==> config.mk <==
export PLATFORM = sky130hd
export DESIGN_NAME = ysyx_22050710_mem_arbiter
export DESIGN_NICKNAME = d
export VERILOG_FILES = /design/src/rtl/ysyx_22050710_mem_arbiter.sv
export SDC_FILE = /design/constraint.sdc
export NUM_CORES = 1
export LEC_CHECK = 0
export BUFFER_PORTS_ARGS = -buffer_cell sky130_fd_sc_hd__buf_2
export CORE_AREA = 2 2 212 214
export DETAILED_ROUTE_END_ITERATION = 10
export DIE_AREA = 0 0 214 216
export PLACE_DENSITY = 0.4
export SLEW_MARGIN = 20
export SYNTH_ARGS = -nofsm -noshare
export SYNTH_HDL_FRONTEND = slang
export SYNTH_SLANG_ARGS = --single-unit
export TNS_END_PERCENT = 30
==> constraint.sdc <==
create_clock -name i_clk -period 1.68 [get_ports i_clk]
set_input_delay 0.336 -clock i_clk [delete_from_list [all_inputs] [get_ports i_clk]]
set_output_delay 0.336 -clock i_clk [all_outputs]
set_load 0.02 [all_outputs]
==> src/rtl/ysyx_22050710_mem_arbiter.sv <==
// Two-requester (IFU/LSU) arbiter and sequencer for the single pmem port.
// Define YSYX_22050710_ARB_RR_EN for round-robin; default is LSU-over-IFU priority.
module ysyx_22050710_mem_arbiter #(
    parameter int ADDR_WIDTH = 64,
    parameter int DATA_WIDTH = 64
) (
    input  logic                  i_clk,
    input  logic                  i_rst,
    input  logic                  i_ifu_req_valid,
    output logic                  o_ifu_req_ready,
    input  logic [ADDR_WIDTH-1:0] i_ifu_addr,
    output logic                  o_ifu_rvalid,
    output logic [DATA_WIDTH-1:0] o_ifu_rdata,
    input  logic                  i_lsu_req_valid,
    output logic                  o_lsu_req_ready,
    input  logic                  i_lsu_wen,
    input  logic [ADDR_WIDTH-1:0] i_lsu_addr,
    input  logic [DATA_WIDTH-1:0] i_lsu_wdata,
    input  logic [7:0]            i_lsu_wmask,
    output logic                  o_lsu_rvalid,
    output logic [DATA_WIDTH-1:0] o_lsu_rdata,
    output logic                  o_mem_req_valid,
    input  logic                  i_mem_req_ready,
    output logic                  o_mem_wen,
    output logic [ADDR_WIDTH-1:0] o_mem_addr,
    output logic [DATA_WIDTH-1:0] o_mem_wdata,
    output logic [7:0]            o_mem_wmask,
    input  logic                  i_mem_rvalid,
    input  logic [DATA_WIDTH-1:0] i_mem_rdata
);

    typedef enum logic [1:0] {
        S_IDLE,
        S_REQ,
        S_WAIT,
        S_RESP
    } state_e;

    localparam logic OWN_IFU = 1'b0;
    localparam logic OWN_LSU = 1'b1;

    // Clears the byte offset so memory always sees 8-byte aligned beats
    localparam logic [ADDR_WIDTH-1:0] ALIGN_MASK = {{(ADDR_WIDTH-3){1'b1}}, 3'b000};

    state_e                state_q, state_d;
    logic                  owner_q, owner_d;
    logic                  wen_q, wen_d;
    logic [ADDR_WIDTH-1:0] addr_q, addr_d;
    logic [DATA_WIDTH-1:0] wdata_q, wdata_d;
    logic [7:0]            wmask_q, wmask_d;
    logic [DATA_WIDTH-1:0] rdata_q, rdata_d;
    logic                  gnt_ifu, gnt_lsu;

`ifdef YSYX_22050710_ARB_RR_EN
    logic                  last_owner_q, last_owner_d;
`endif

    // Grant decision: only in IDLE, purely from state and request valids
    always_comb begin
        gnt_ifu = 1'b0;
        gnt_lsu = 1'b0;
        if (state_q == S_IDLE) begin
`ifdef YSYX_22050710_ARB_RR_EN
            if (i_ifu_req_valid && i_lsu_req_valid) begin
                gnt_lsu = (last_owner_q == OWN_IFU);
                gnt_ifu = (last_owner_q == OWN_LSU);
            end else begin
                gnt_lsu = i_lsu_req_valid;
                gnt_ifu = i_ifu_req_valid;
            end
`else
            gnt_lsu = i_lsu_req_valid;
            gnt_ifu = i_ifu_req_valid && !i_lsu_req_valid;
`endif
        end
    end

    // Next-state and request/response latching
    always_comb begin
        state_d = state_q;
        owner_d = owner_q;
        wen_d   = wen_q;
        addr_d  = addr_q;
        wdata_d = wdata_q;
        wmask_d = wmask_q;
        rdata_d = rdata_q;
`ifdef YSYX_22050710_ARB_RR_EN
        last_owner_d = last_owner_q;
`endif
        unique case (state_q)
            S_IDLE: begin
                if (gnt_lsu) begin
                    owner_d = OWN_LSU;
                    wen_d   = i_lsu_wen;
                    addr_d  = i_lsu_addr & ALIGN_MASK;
                    wdata_d = i_lsu_wdata;
                    wmask_d = i_lsu_wmask;
                    state_d = S_REQ;
`ifdef YSYX_22050710_ARB_RR_EN
                    last_owner_d = OWN_LSU;
`endif
                end else if (gnt_ifu) begin
                    owner_d = OWN_IFU;
                    wen_d   = 1'b0;
                    addr_d  = i_ifu_addr & ALIGN_MASK;
                    wdata_d = '0;
                    wmask_d = 8'h00;
                    state_d = S_REQ;
`ifdef YSYX_22050710_ARB_RR_EN
                    last_owner_d = OWN_IFU;
`endif
                end
            end
            S_REQ: begin
                if (i_mem_req_ready) begin
                    state_d = S_WAIT;
                end
            end
            S_WAIT: begin
                if (i_mem_rvalid) begin
                    rdata_d = wen_q ? '0 : i_mem_rdata;
                    state_d = S_RESP;
                end
            end
            S_RESP: begin
                state_d = S_IDLE;
            end
            default: begin
                state_d = S_IDLE;
            end
        endcase
    end

    // State and latched-field registers with synchronous reset
    always_ff @(posedge i_clk) begin
        if (i_rst) begin
            state_q <= S_IDLE;
            owner_q <= OWN_IFU;
            wen_q   <= 1'b0;
            addr_q  <= '0;
            wdata_q <= '0;
            wmask_q <= 8'h00;
            rdata_q <= '0;
`ifdef YSYX_22050710_ARB_RR_EN
            last_owner_q <= OWN_IFU;
`endif
        end else begin
            state_q <= state_d;
            owner_q <= owner_d;
            wen_q   <= wen_d;
            addr_q  <= addr_d;
            wdata_q <= wdata_d;
            wmask_q <= wmask_d;
            rdata_q <= rdata_d;
`ifdef YSYX_22050710_ARB_RR_EN
            last_owner_q <= last_owner_d;
`endif
        end
    end

    assign o_ifu_req_ready = gnt_ifu;
    assign o_lsu_req_ready = gnt_lsu;
    assign o_mem_req_valid = (state_q == S_REQ);
    assign o_mem_wen       = wen_q;
    assign o_mem_addr      = addr_q;
    assign o_mem_wdata     = wdata_q;
    assign o_mem_wmask     = wmask_q;
    assign o_ifu_rvalid    = (state_q == S_RESP) && (owner_q == OWN_IFU);
    assign o_lsu_rvalid    = (state_q == S_RESP) && (owner_q == OWN_LSU);
    assign o_ifu_rdata     = rdata_q;
    assign o_lsu_rdata     = rdata_q;

endmodule
# After elaboration in Yosys (flattened, before gate mapping)
# Cells that the tools add are included.
# word_totals
inputBits	271
out_inout_bits	270
elab_cells	40
reg_bits	204
# classes
reduce_logical	9
n_eq_ne	6
mux	17
bitwise_logic	1
# ops
op	n
$mux W64	5
$mux W8	2
$mux W2	4
$pmux W2 S4	1
$mux W1	5
$eq A2 B2 Y1 const B	2
$reduce_and A2 Y1	2
$logic_and A1 B1 Y1	3
$ne A3 B3 Y1 const B	1
$reduce_and A3 Y1	1
$eq A2 B1 Y1 const B	1
$logic_not A2 Y1	1
$ne A2 B1 Y1 const B	1
$ne A2 B2 Y1 const B	1
$reduce_bool A2 Y1	1
$logic_not A1 Y1	1
$not A1 Y1	1

# Longest topological paths before layout
# Gate-level depths: netlist (run 1).
# logic_depth
depth_word	6
depth_mapped	8
mapped_depth_nobuf	6

# Worst setup path after synthesis (run 1)
# OpenSTA, ideal clock, no wires.
# synth_path
kind	reg-to-reg
start	reg state_q[0]
end	reg wdata_q[0] (netlist: o_mem_wdata[0])
path_buffers	2
period_less_slack_ps	1574
path_stages_with_launch	9
setup_slack_ps	106
t_arrival_ps	1446
required_ps	1552
setup_ps	128
cell_sequence	dfxtp_1 -> inv_1 -> ha_1 -> nand2_2 -> clkinv_2 -> buf_6 -> buf_6 -> a22oi_1 -> nor2_1
# synth_via
elab_chain_len	4
word_cells_on_any_way	6
cone_classes	mux: 3; reduce/logical: 3
# synth_lines
item	line_no	source
start, declared	45	state_e state_q, state_d;
start signal, assigned	148	state_q <= state_d;
$logic_not A2 Y1 (*)	62, 90	
$mux W1	62	if (state_q == S_IDLE) begin
$reduce_bool A2 Y1 (no source line)	n/a	
$reduce_and A2 Y1 (no source line)	n/a	
end signal, assigned	152	wdata_q <= wdata_d;
end, declared	49	logic [DATA_WIDTH-1:0] wdata_q, wdata_d;
# Mark *: on every way between the ends. The rest lies on a longest branch, timed or not.
# A chain may end at the register's enable or synchronous reset.

# Final worst setup path (run 1)
# layout_path
start	reg state_q[0]
end	out o_lsu_rvalid
# layout_via
elab_chain_len	2
# layout_lines
item	line_no	source
$eq A2 B2 Y1	169	assign o_lsu_rvalid = (state_q == S_RESP) && (owner_q == OWN_LSU);
$logic_and A1 B1 Y1	169	
end, declared	20	output logic o_lsu_rvalid,
# Every way passes these cells.

==> results of run 1 <==
[report_power, final]
part           internal [µW]  switching [µW]  total (µW)
logic                   2820            4920        7740
clock network           3440            2200        5630
registers               5750             533        6280
[final timing paths]
path	slack [ns]	from	to	cells after the start
max	-0.12	state_q[0]$_SDFFE_PP0P_	o_lsu_rvalid	4
min	0.04	i_ifu_addr[23]	o_mem_addr[23]$_SDFFE_PP0P_	3
max reg2reg	0.06	state_q[1]$_SDFFE_PP0P_	o_mem_wdata[23]$_SDFFE_PP0P_	9
min reg2reg	0.47	o_ifu_rdata[25]$_SDFFE_PP0P_	o_ifu_rdata[25]$_SDFFE_PP0P_	2
[layout by cell type, fill, tap and decap left out, types with 4 or more instances in the layout]
master	n
sky130_fd_sc_hd__buf_12	15
sky130_fd_sc_hd__dlygate4sd3_1	16
sky130_fd_sc_hd__o21ai_0	61
sky130_fd_sc_hd__buf_4	16
sky130_fd_sc_hd__a22oi_1	70
sky130_fd_sc_hd__dfxtp_1	198
sky130_fd_sc_hd__a21oi_1	187
sky130_fd_sc_hd__buf_6	6
sky130_fd_sc_hd__clkbuf_16	26
sky130_fd_sc_hd__buf_2	524
sky130_fd_sc_hd__nand2_1	126
sky130_fd_sc_hd__nor2_1	75
sky130_fd_sc_hd__clkbuf_8	9
sky130_fd_sc_hd__nand3b_1	64
sky130_fd_sc_hd__clkinv_2	4
[repair_timing]
action / in CTS / in global routing
endpoints found under the setup margin: 8 / 73
pin swaps: 1 / 1
hold buffers: 16 / 0
endpoints found under the hold margin: 16 / 0
setup buffers: 6 / 3
gates resized for setup: 23 / 17
gates cloned: 0 / 1
[logic make-up (layout without fill, tap and decap cells)]
group / Yosys count / in the layout / synth area share
AOI/OAI and AO/OA: 327 / 327 / 0.227
adders and majority gates: 5 / 5 / 0.00769
buffers and inverters: 152 / 630 / 0.111
DFF: 201 / 201 / 0.495
other: 1 / 4 / 0.000461
and+or+nand+nor: 276 / 276 / 0.160
[flip-flops by register name (all words and copies together), names as in the netlist]
register / cells
o_ifu_rdata: 64
state_q: 2
owner_q: 1
o_mem_addr: 61
o_mem_wmask: 8
o_mem_wdata: 64
o_mem_wen: 1
[layout make-up]
class                   instances  share of cell area
flip-flops and latches        201               0.328
repair buffers                580               0.271
multi-input cells             611               0.269
clock buffers                  37              0.0619
well taps                     592              0.0603
clock inverters                 9             0.00856
inverters                       4             0.00143
diodes                          1            0.000204
[metal layers]
metal  global-route usage  vias up  share of wire
met5                    0        -         0.0018
met4               0.0569        8          0.036
met3               0.0433       65          0.082
met2                0.239      408           0.48
met1                0.160     3953           0.40
li1                     -     4168              -
[worst reg2reg max path, cell delays in order (launching register included)]
cell	delay, ns
sky130_fd_sc_hd__dfxtp_2	0.35
sky130_fd_sc_hd__inv_2	0.05
sky130_fd_sc_hd__ha_4	0.17
sky130_fd_sc_hd__nand2_4	0.08
sky130_fd_sc_hd__inv_4	0.04
sky130_fd_sc_hd__buf_4	0.12
sky130_fd_sc_hd__buf_4	0.15
sky130_fd_sc_hd__buf_12	0.17
sky130_fd_sc_hd__a22oi_1	0.28
sky130_fd_sc_hd__nor2_1	0.06
[metrics by stage]
step	cells	setup TNS, ns	hold WS [ns]
after floorplan	964	0	0.470
after global placement	1962	0	0.450
after detailed placement	1962	0	0.460
after CTS	2030	-0.750	0.00119
after global routing	2035	-1.39	0.0208
final	2035	-0.518	0.0369
==> metrics list, run 1 <==
* Status: complete, but fails checks
- The final reports fail on negative setup slack.
* Number of buffer and inverter stages on the critical path: 2
- The most used flip-flop cell after synthesis is sky130_fd_sc_hd__dfxtp_1.
- The worst setup path is launched from a flip-flop.
- First drt pass iteration count: 4
- I/O pins: 541
* Post-layout minimum cycle time: 1.80 ns
* TritonCTS clock tree: yes
- Pins Over Slew Limit: 0
- In this design, the stage delay of the slowest critical-path cell is 0.32 ns.
* Placed Area: 11000 µm²
- Number of enable flip-flop cells after synthesis: 0
- Setup slack after layout: -0.120 ns
- Synthesis produced 962 cells.
- Clock buffer depth: 3
- GRT Residual Overflow: 0
- Leading cell types by total area after synthesis: sky130_fd_sc_hd__dfxtp_1 49%, sky130_fd_sc_hd__a21oi_1 12%, sky130_fd_sc_hd__a22oi_1 6.7%
- Max VDD drop: 0.807 mV
* Cell class contributing the biggest share of worst-path delay: flip-flops
- Data arrives at the worst endpoint at 1.46 ns.
- Count of port buffers added during placement: 531
* Design area: 12300 µm²
* Final setup skew: 0.0187 ns
- Final HPWL from detailed placement: 24000 µm
* Cts bufs inserted: 25
* Max-capacitance violation count: 0
- For this run, the total global-route usage over all layers was measured as 0.139.
- Fraction of the yosys area taken by sequential cells: 0.495
- Class of the tightest hold or removal check: in2reg
- The cell sitting at the root of the clock tree is a sky130_fd_sc_hd__clkbuf_16.
* Mean Syn Cell Area: 8.46 µm²
- Reported leakage power: 0.00582 µW
* Footprint of the flip-flops and latches: 4030 µm²
* Violation count after the first detailed-route iteration: 524
* Chip width: 214 µm
- RSZ-0062 raised after global routing: yes
- Crit path capture type: primary output
- Vias in the first global route: 8511
- The initialized floorplan defines 77 standard-cell rows.
* Placer's final routability congestion estimate: 0.841
- Cell type of the slowest stage on the worst timing path: sky130_fd_sc_hd__dfxtp_2
- Synthesis inferred 201 register bits.
- The critical path is of the reg2out type.
- For the pin with the worst max-slew slack, the measured transition is 0.938 ns.
* H-Tree Depth: 1
- Filler cell count: 4818
- Measured along the y axis, the die boundary spans 216 µm.
- Routed length per instance: 16.8 µm
- Sorting the synthesized cells by how often they occur yields 201 x sky130_fd_sc_hd__dfxtp_1, 187 x sky130_fd_sc_hd__a21oi_1, 128 x sky130_fd_sc_hd__nand2_1.
- The tree built by TritonCTS fans out to 201 sinks.
* Layout cell share with drive strength beyond 1: 0.436
* Placement Setup Slack: 0.00734 ns
* Required time worst endpoint: 1.34 ns
- CP Cell Sequence: buf_4 > ha_4 > and2_4 > buf_6
- After floorplanning, the core was sized to cover 43800 µm².
* Initial antenna violation count: 6
- Routed Wire Length: 34200 µm
- The hold violation total from the final report came to 0.
* Global-route wire length before repair: 51000 µm
- Pin count of the biggest net entering global routing: 139
* Cell taking the most area after synthesis: sky130_fd_sc_hd__dfxtp_1
- Headroom to the max-slew limit came out at 0.375.
- Area of the die: 46200 µm²
- Via Count: 8602
- Measured on the finished design, the core utilization comes to 0.280.
- DRC violations left: 0
* Dominant cell by count in the synthesized netlist: sky130_fd_sc_hd__dfxtp_1
* Number of nets in the layout: 1699
* Latest clock arrival within the worst-skew pair: 0.54 ns
* Count of warnings emitted by yosys: 0
- The multi-input combinational cells in the finished layout cover a total of 3300 µm².
- In the finished design, the share of the clock period the worst path needs comes to 1.07.
- Yosys top cell area share: 0.495
- Compared with the post-synthesis result, the final layout area differs by 51.0%.
- After layout, the design draws a total of 19700 µW.
- Highest fanout seen on the critical path: 3
- Once detail routing completed, the nets flagged for antenna violations numbered 0.
- Clock slew at the register clock pins of the worst setup and hold paths: 0.06 ns
- In this run the power density over the cells is 1600 nW/µm².
- Starting Density: 0.186
- The netlist uses 27 different library cells.
- After synthesis the cells add up to 8130 µm².
- Max Clock Freq: 556 MHz
* Setup violation total in the final timing report: 5
* FFs w/ async S/R, synth: 0
- Dividing the detail-routed via count by the number of cells gives 4.23.
No activity file was read; power rests on OpenSTA's default activity.
==> run 2, diff against run 1 <==
ABC_AREA = 1   (was unset)
CORE_AREA = 2 2 209 211   (was 2 2 212 214)
DIE_AREA = 0 0 211 213   (was 0 0 214 216)
PLACE_DENSITY = unset   (was 0.4)
PLACE_DENSITY_LB_ADDON = 0.2   (was unset)
==> run 2 against run 1 <==
  * Critical path type unchanged
  * The flow still finishes with violations (negative setup slack)
  * Combinational power grew 2%
  * Sequential cell count did not move
  * Final area down 0.15%
  * Largest cell class unchanged
  * Synthesized cell count increased by 22%
  * Via count up 4.2%
  * Sequential share of layout area barely moved
  * Routed wire length is 3.5% lower
  * Clock-buffer cell count decreased by 4
==> metrics list, run 2 <==
* Max Clock Freq: 580 MHz
- On the worst path, the slowest cell contributes a delay of 0.33 ns.
- Fraction of the yosys area taken by sequential cells: 0.482
- Post-layout minimum cycle time: 1.73 ns
* Design area: 12300 µm²
- Height of the die: 213 µm
- The first routing iteration left 409 violations.
* Total count of hold-check failures in the final report: 0
- Once detail routing completed, the nets flagged for antenna violations numbered 0.
- Yosys instantiated no cell more often than sky130_fd_sc_hd__nand2_1.
* Met3 capacity usage during global routing: 0.0462
- Cell taking the most area after synthesis: sky130_fd_sc_hd__dfxtp_1
- FFs w/ async S/R, synth: 0
- CTS built an H-tree with a depth of 1.
* Global-route met1 utilization: 0.161
* Vias in the first global route: 8522
- Layout cell share with drive strength beyond 1: 0.382
* Netlist Area Pre-Place: 8360 µm²
- Num rows: 76
* Commonest cells after routing, fill and taps aside: 525 x sky130_fd_sc_hd__buf_2, 522 x sky130_fd_sc_hd__nand2_1, 199 x sky130_fd_sc_hd__a21oi_1, 199 x sky130_fd_sc_hd__dfxtp_1, 65 x sky130_fd_sc_hd__nand3_1
- Power density relative to cell area: 1580 nW/µm²
- The worst setup path is captured at a primary output.
- Total routing usage reported by global routing: 0.138
- DRC violations left: 0
* RSZ-0062 raised after global routing: yes
- After global routing the overflow that remains totals 0.
- Among all flip-flop cells after synthesis, the most frequent one is sky130_fd_sc_hd__dfxtp_1.
* Total Power Consumption: 19400 µW
* Max VDD drop: 0.647 mV
* Clock slew at the register clock pins of the worst setup and hold paths: 0.06 ns
- Reported leakage power: 0.00612 µW
- Element type at the critical path start: flip-flop
- In this run the worst hold path is classified as in2reg.
- Leading cell types by total area after synthesis: sky130_fd_sc_hd__dfxtp_1 48%, sky130_fd_sc_hd__nand2_1 24%, sky130_fd_sc_hd__a21oi_1 12%
* Mean Syn Cell Area: 7.14 µm²
- Count of warnings emitted by yosys: 0
* Status: complete, but fails checks
- For this run, global-route usage on met2 was measured as 0.238.
* Pin count of the biggest net entering global routing: 65
- Pins Over Slew Limit: 0
- Yosys top cell area share: 0.482
* Cells after Synth: 1170
* Core area: 42700 µm²
* Clk sinks: 201
- After global routing, the most crowded layer is met2.
- In the final routed layout, each cell accounts on average for 15.1 µm.
- Across all register-to-register paths, the minimum setup slack is 0.14 ns.
* Initial antenna violation count: 4
- Setup slack on the critical path of the routed design comes to -0.0452 ns.
- Number of nets in the layout: 1899
- Starting Density: 0.196
- The routed design has 33000 µm of wire.
* Count of port buffers added during placement: 531
* Data arrival at the endpoint of the critical path: 1.39 ns
- Cts bufs inserted: 25
- CP Cell Sequence: inv_2 > ha_4 > nand2_4 > nor2_4 > buf_6
- Required time worst endpoint: 1.34 ns
- Cell type of the slowest stage on the worst timing path: sky130_fd_sc_hd__dfxtp_2
- Vias per cell: 4.11
* Final HPWL from detailed placement: 24500 µm
* Most common library cells after synthesis: 524 x sky130_fd_sc_hd__nand2_1, 201 x sky130_fd_sc_hd__dfxtp_1, 199 x sky130_fd_sc_hd__a21oi_1
- The clock reaches the later pin of the worst-skew pair after 0.53 ns.
- Violations in the final reports: negative setup slack
- Counting flops with a built-in enable in the synthesized netlist gives 0.
- The final route contains 8967 vias.
* Setup violation total in the final timing report: 5
* TritonCTS clock tree: yes
- For the final database, setup skew stands at 0.00636 ns.
- I/O pins: 541
* Clock buffer depth: 3
- Layout overhead on the synthesized area: 46.8%
* Setup Total Neg Slack: -0.156 ns
- Placer's final routability congestion estimate: 0.759
- Placed Area: 11300 µm²
- The first detailed-routing pass ran for 4 iterations.
* Max-capacitance violation count: 0
- Chip width: 211 µm
- Final worst-path cycle share: 1.03
* Highest fanout seen on the critical path: 3
* Buffer cell driving the clock tree root: sky130_fd_sc_hd__clkbuf_16
- The synthesized netlist contains 16 unique library cells.
* Global-route wire length before repair: 48700 µm
- The die covers 44900 µm².
- The critical path in this run is classified as reg2out.
* Most common library cell in the layout ignoring fill and taps: sky130_fd_sc_hd__buf_2
- In this run, synthesis produced a sequential element count of 201.
- Min Hold Slack: 0.0462 ns
[run 2: power by group]
group | leakage (µW) | switching [µW] | internal [µW]
sequential | 0.00164 | 470 | 5660
combinational | 0.00409 | 5130 | 2760
clock | 0.000390 | 2110 | 3290
[run 2: per-stage QoR]
stage / worst slack [ns] / instances / util
after floorplan: 0.165 / 1172 / -
after global placement: 0.0668 / 2135 / 0.264
after detailed placement: 0.0458 / 2135 / 0.264
after CTS: -0.0905 / 2178 / 0.286
after global routing: -0.115 / 2181 / 0.287
final: -0.0452 / 2182 / 0.287
[run 2: routing by layer]
metal	vias up	wire length [µm]
li1	4557	-
met1	3966	13400
met2	386	15700
met3	50	3030
met4	8	807
met5	-	45
[run 2: cell families after synthesis]
logic type               synth area share
flip-flops                          0.482
AO/OA/AOI/OAI                       0.119
adder cells (fa/ha/maj)           0.00749
buffers and inverters               0.110
AND/OR/NAND/NOR                     0.281
other                            0.000449
[run 2: worst paths after layout]
kind,startpoint,endpoint,depth (start not counted)
hold / removal,i_lsu_wdata[17],o_mem_wdata[17]$_SDFFE_PP0P_,3
setup / recovery,state_q[0]$_SDFFE_PP0P_,o_ifu_req_ready,5
hold reg to reg,o_mem_wmask[4]$_SDFFE_PP0P_,o_mem_wmask[4]$_SDFFE_PP0P_,2
setup reg to reg,state_q[0]$_SDFFE_PP0P_,o_ifu_rdata[3]$_SDFFE_PP0P_,8
[run 2: cell type report]
cell class,count,area (µm²)
multi-input combinational,808,3490
fill,4832,30400
clock buffer,33,686
sequential,201,4030
clock inverter,6,109
inverter,15,68.8
antenna,1,2.50
timing repair buffer,572,3200
tap,546,683
[run 2: timing repair]
item	4_1_cts	5_1_grt
hold buffers	0	0
setup endpoints to repair	5	64
gates cloned	0	0
pin swaps	4	6
resized for setup	26	12
buffers inserted	4	3
[run 2: critical path, delay by kind of cell (launching register included)]
kind          cells  cell delay [ns]
fa+ha+maj         1             0.19
buf+inv           2             0.19
flops             1             0.33
simple gates      2             0.15
